$ cat config.mk
export PLATFORM = sky130hd
export DESIGN_NAME = counter_multi
export DESIGN_NICKNAME = d
export VERILOG_FILES = /design/src/rtl/counter_multi.sv
export SDC_FILE = /design/constraint.sdc
export NUM_CORES = 1
export LEC_CHECK = 0
export ABC_AREA = 1
export CAP_MARGIN = 0
export CORE_MARGIN = 8
export CORE_UTILIZATION = 35
export CTS_BUF_LIST = sky130_fd_sc_hd__clkbuf_2 sky130_fd_sc_hd__clkbuf_4 sky130_fd_sc_hd__clkbuf_8
export DETAILED_ROUTE_END_ITERATION = 10
export GPL_TIMING_DRIVEN = 0
export PLACE_DENSITY_LB_ADDON = 0.3
export SYNTH_ARGS = -nofsm -noshare
export SYNTH_HDL_FRONTEND = slang
export SYNTH_SLANG_ARGS = --single-unit
$ cat constraint.sdc
create_clock -name i_clk -period 3.39 [get_ports i_clk]
set_clock_uncertainty 0.15 [all_clocks]
set_input_delay 0.339 -clock i_clk [delete_from_list [all_inputs] [get_ports i_clk]]
set_output_delay 0.339 -clock i_clk [all_outputs]
set_load 0.01 [all_outputs]
$ cat src/rtl/counter_multi.sv
// rtl/counter_multi.sv - parametrised multi-channel up/down counter bank with modulo limit and terminal-count pulse
module counter_multi #(
    parameter int          WIDTH       = 12,
    parameter int          CHANNELS    = 4,
    parameter int          SATURATE    = 0,
    parameter int unsigned RESET_VALUE = 0
) (
    input  logic                      i_clk,
    input  logic                      i_rst,
    input  logic [CHANNELS-1:0]       i_en,
    input  logic [CHANNELS-1:0]       i_up,
    input  logic [CHANNELS-1:0]       i_clear,
    input  logic [CHANNELS-1:0]       i_load,
    input  logic [CHANNELS*WIDTH-1:0] i_load_val,
    input  logic [CHANNELS*WIDTH-1:0] i_limit,
    output logic [CHANNELS*WIDTH-1:0] o_count,
    output logic [CHANNELS-1:0]       o_tc
);

    localparam logic [WIDTH-1:0] RST_VAL = WIDTH'(RESET_VALUE);
    localparam logic [WIDTH-1:0] ONE     = WIDTH'(1);
    localparam logic [WIDTH-1:0] ZERO    = '0;

    for (genvar n = 0; n < CHANNELS; n++) begin : g_ch
        logic [WIDTH-1:0] count_q;
        logic [WIDTH-1:0] count_d;
        logic             tc_q;
        logic             tc_d;
        logic [WIDTH-1:0] limit;
        logic [WIDTH-1:0] load_val;
        logic [WIDTH-1:0] count_inc;
        logic [WIDTH-1:0] count_dec;

        assign limit     = i_limit[n*WIDTH +: WIDTH];
        assign load_val  = i_load_val[n*WIDTH +: WIDTH];
        // Increment only used when count < limit, so it never overflows.
        assign count_inc = count_q + ONE;
        // Decrement only used when count > 0, so it never underflows.
        assign count_dec = count_q - ONE;

        // Next-state priority chain: clear, load, increment, decrement, hold.
        always_comb begin
            count_d = count_q;
            tc_d    = 1'b0;
            if (i_clear[n]) begin
                count_d = ZERO;
            end else if (i_load[n]) begin
                count_d = load_val;
            end else if (i_en[n] && i_up[n]) begin
                if (count_q < limit) begin
                    count_d = count_inc;
                    // Saturating counters flag the edge that reaches the limit.
                    if ((SATURATE != 0) && (count_inc == limit)) begin
                        tc_d = 1'b1;
                    end
                end else if (SATURATE == 0) begin
                    count_d = ZERO;
                    tc_d    = 1'b1;
                end else begin
                    // Clamp; a loaded value above the limit flags on its way down.
                    count_d = limit;
                    tc_d    = (count_q != limit);
                end
            end else if (i_en[n]) begin
                if (count_q != ZERO) begin
                    count_d = count_dec;
                    if ((SATURATE != 0) && (count_q == ONE)) begin
                        tc_d = 1'b1;
                    end
                end else if (SATURATE == 0) begin
                    count_d = limit;
                    tc_d    = 1'b1;
                end
            end
        end

        // Count and terminal-count registers with asynchronous reset.
        always_ff @(posedge i_clk or posedge i_rst) begin
            if (i_rst) begin
                count_q <= RST_VAL;
                tc_q    <= 1'b0;
            end else begin
                count_q <= count_d;
                tc_q    <= tc_d;
            end
        end

        assign o_count[n*WIDTH +: WIDTH] = count_q;
        assign o_tc[n]                   = tc_q;
    end

endmodule

==> key figures <==
Status
  • Outcome: completed

Floorplanning
  • Die X: around 160 microns
  • Die area: 0.0257 sq mm
  • Io pins: 166
  • DIE HEIGHT: approximately 160 microns
  • Core ar.: roughly 0.020 sq mm
  • Row count: 52
  • Starting Density: 0.359

Route
  • Pre-antenna DRT Iters: 4
  • Post-route ant nets: 0
  • Via/cell ratio: a little under 5
  • Initial DRC count: 502
  • DRC Markers: 0
  • Post-Route WL: ~25 mm
  • Via count: 8440
  • Wire length per cell: around 15 microns

Placement
  • Placed Cells: 1706
  • Dpl ws: 0.741 ns
  • Gpl congestion: 0.928
  • Estimated wirelength of the detail-placed design: 19.4 mm
  • I/O Buffers: 165

GRT
  • Number of global-route vias before repair: between 8000 and 9000
  • First-pass GRT wire length: about 40 mm
  • Total GRT Usage: 0.191
  • Initial antenna violation count: 0
  • Largest net degree at the start of global routing: 33
  • GR Overflow Total: 0

Worst setup path
  • R2r endpoint: g_ch[3].count_q[0]
  • R2R setup slack: about 1.1 ns
  • Crit-path slowest cell: dfrtp_1
  • Most used cell, CP: nand2_1
  • Critical-path cell list: ha_1, nand2_1, inv_1, nand3_1, nor2_1, nand2_1, nand2_1, nand2_1, nand2_1, nand2_1, nand2_1, nand2_1
  • Setup CP Type: flop to flop
  • Crit path max fanout: 10
  • CP endpoint kind: flop
  • Worst setup path end: g_ch[3].count_q[0]
  • Critical Path Source Type: flop
  • Reg2reg path depth: 12
  • CP startpoint: g_ch[3].count_q[11]
  • Slowest cell delay on critical path: 0.48 ns
  • Worst EP required: 3.49 ns
  • R2r startpoint: g_ch[3].count_q[11]
  • Arr. time, crit path: approximately 2.4 ns

Yosys
  • Ys async rst share: 1.00
  • Largest family of logic cells by synthesized area: simple AND/OR/NAND/NOR gates
  • Syn_area_per_cell: 5.73 sq um
  • Synth Warn #: 0
  • Multiplexer share of the synthesized area: 0
  • Post-synth top area share: 0.224
  • Synth Register Bits: 52
  • Synth Area in Simple Gates: 0.514
  • Complex-gate fraction of the synthesized area: 0.0675
  • Top post-synthesis cells by count: nand2_1, nor2_1, nand3_1
  • Leading area contributor after synthesis: nand2_1
  • Adder-Cell Fraction of Synth Area: 0.0962
  • Synth area leaders: nand2_1, dfrtp_1, nand3_1, ha_1, nor2_1
  • Top FF cell, synth: dfrtp_1
  • Count of flip-flops with a built-in enable after synthesis: 0
  • Net Count, Synth: between 1000 and 1500
  • Xor/xnor share of the synthesized area: 0.0229
  • Synth Instances: 1270
  • Post-synthesis sequential area ratio: 0.179
  • Most common cell in the netlist: nand2_1
  • Mapped Area: 0.00728 sq mm
  • Yosys cell types: 40

Timing
  • Worst slew pin tran: 0.643 ns
  • Worst setup margin: 1.07 ns
  • Setup violations, final: 0
  • Worst slew margin: 0.572
  • Slew Viols, Final: 0
  • Final hold violations: 0
  • Fin Setup TNS: 0 ns
  • Unrepaired setup endpoints after global routing: no
  • Fmax: 431 MHz
  • Tmin final: 2.32 ns
  • Final period util: 0.684

Clock tree
  • Post-CTS Hold Fix Bufs: 0
  • Worst-path clk slew: 0.13 ns
  • Post-CTS Setup Inserts: 0
  • H-tree Lvls: 2
  • Clk_lat worst skew: 0.36 ns
  • CTS tree: done
  • Post-CTS sizing: 0
  • CTS max path bufs: 2
  • CTS sink cnt: 52
  • Num CTS Buffers: 5
  • Clk root buf: clkbuf_8

Finish
  • Area delta synth->final: 29.3%
  • Diodes inserted: 0
  • Nets: 1613
  • Non-filler cells, final: 1714
  • Layout cells sized above 1: 0.0789

Power
  • Leak: 0.00485 uW
  • Power per Cell Area: 299 mW/mm^2
  • Total Power: 2810 uW
  • Maximum vdd drop: 0.158 mV

Worst hold path
  • Hold WC Path Type: primary input to asynchronous set/reset pin

Job
  • Maxcap violations: 0
worst min path at each step:
stage	startpoint	to	slack (ns)	cells past startpoint
floorplan	i_load[0]	g_ch[0].tc_q	0.34	3
global placement	g_ch[1].count_q[0]	g_ch[1].count_q[0]	0.42	2
detailed placement	g_ch[1].count_q[0]	g_ch[1].count_q[0]	0.41	2
CTS	i_rst	g_ch[0].count_q[8]	0.20	2
global route	i_rst	g_ch[0].tc_q	0.25	2
finish	i_rst	g_ch[0].count_q[11]	0.20	2
logic make-up (layout without fill, tap and decap cells):
family	Yosys count	after routing
compound gates	91	91
xor+xnor	19	19
fa+ha+maj	56	56
buf+inv	205	379
flops	52	52
simple gates	847	847
power by group:
| group | total [uW] | internal, uW | switching (uW) |
|---|---|---|---|
| Clock | 527 | 243 | 284 |
| Combinational | 1480 | 632 | 848 |
| Sequential | 807 | 682 | 125 |
through the flow:
| step | area (sq um) | utilization | hold WS (ns) |
|---|---|---|---|
| 3_5_place_dp | 9290 | 0.458 | 0.412 |
| 6_report | 9410 | 0.464 | 0.200 |
| 4_1_cts | 9410 | 0.464 | 0.204 |
| 3_3_place_gp | 9270 | 0.457 | 0.418 |
| 2_1_floorplan | 7280 | - | 0.339 |
| 5_1_grt | 9410 | 0.464 | 0.249 |
state kept, by name (all words and copies together), names as in the netlist:
register,cells
g_ch.tc_q,4
g_ch.count_q,48
routing by layer:
layer  part of all wire  vias to the layer above  wire [microns]  GRT usage
met4              0.018                        0             444     0.0518
met2               0.46                      251           11400      0.316
met1               0.47                     3806           11600      0.247
li1                   -                     4355               -          -
met3              0.060                       28            1510     0.0368
met5                  0                        -               0          0
placed cells by master, fill, tap and decap left out, types with 3 or more instances in the layout:
cell / instances
nand2_2: 9
nor3_1: 8
inv_2: 13
nor3_4: 4
inv_1: 142
clkbuf_1: 12
clkdlybuf4s50_1: 165
xor2_1: 15
nand2_4: 3
nand4_1: 16
o211ai_1: 6
nand2_1: 435
dfrtp_1: 52
nand3_2: 5
o21ai_1: 9
o21ai_0: 38
inv_4: 3
nor2_4: 10
nor3_2: 6
buf_2: 15
clkbuf_8: 6
buf_4: 10
a21oi_1: 33
nand3_1: 151
nor2_1: 178
ha_1: 56
xnor2_1: 4
nor2_2: 14
nand3b_1: 3
buf_6: 6
critical path: cells and delay by family, from the launching register on:
kind	cells	cell delay [ns]
fa+ha+maj	1	0.32
flops	1	0.48
simple gates	10	1.19
buf+inv	1	0.06
area by class of cell:
class | instances | area, sq um
repair buffers | 166 | 1670
inverters | 161 | 613
flip-flops and latches | 52 | 1300
well taps | 270 | 338
clock inverters | 2 | 38.8
multi-input cells | 1013 | 5100
plain buffers | 44 | 267
clock buffers | 6 | 82.6
fillers | 2224 | 10900
Note: power is estimated with default switching activity, not from simulation.
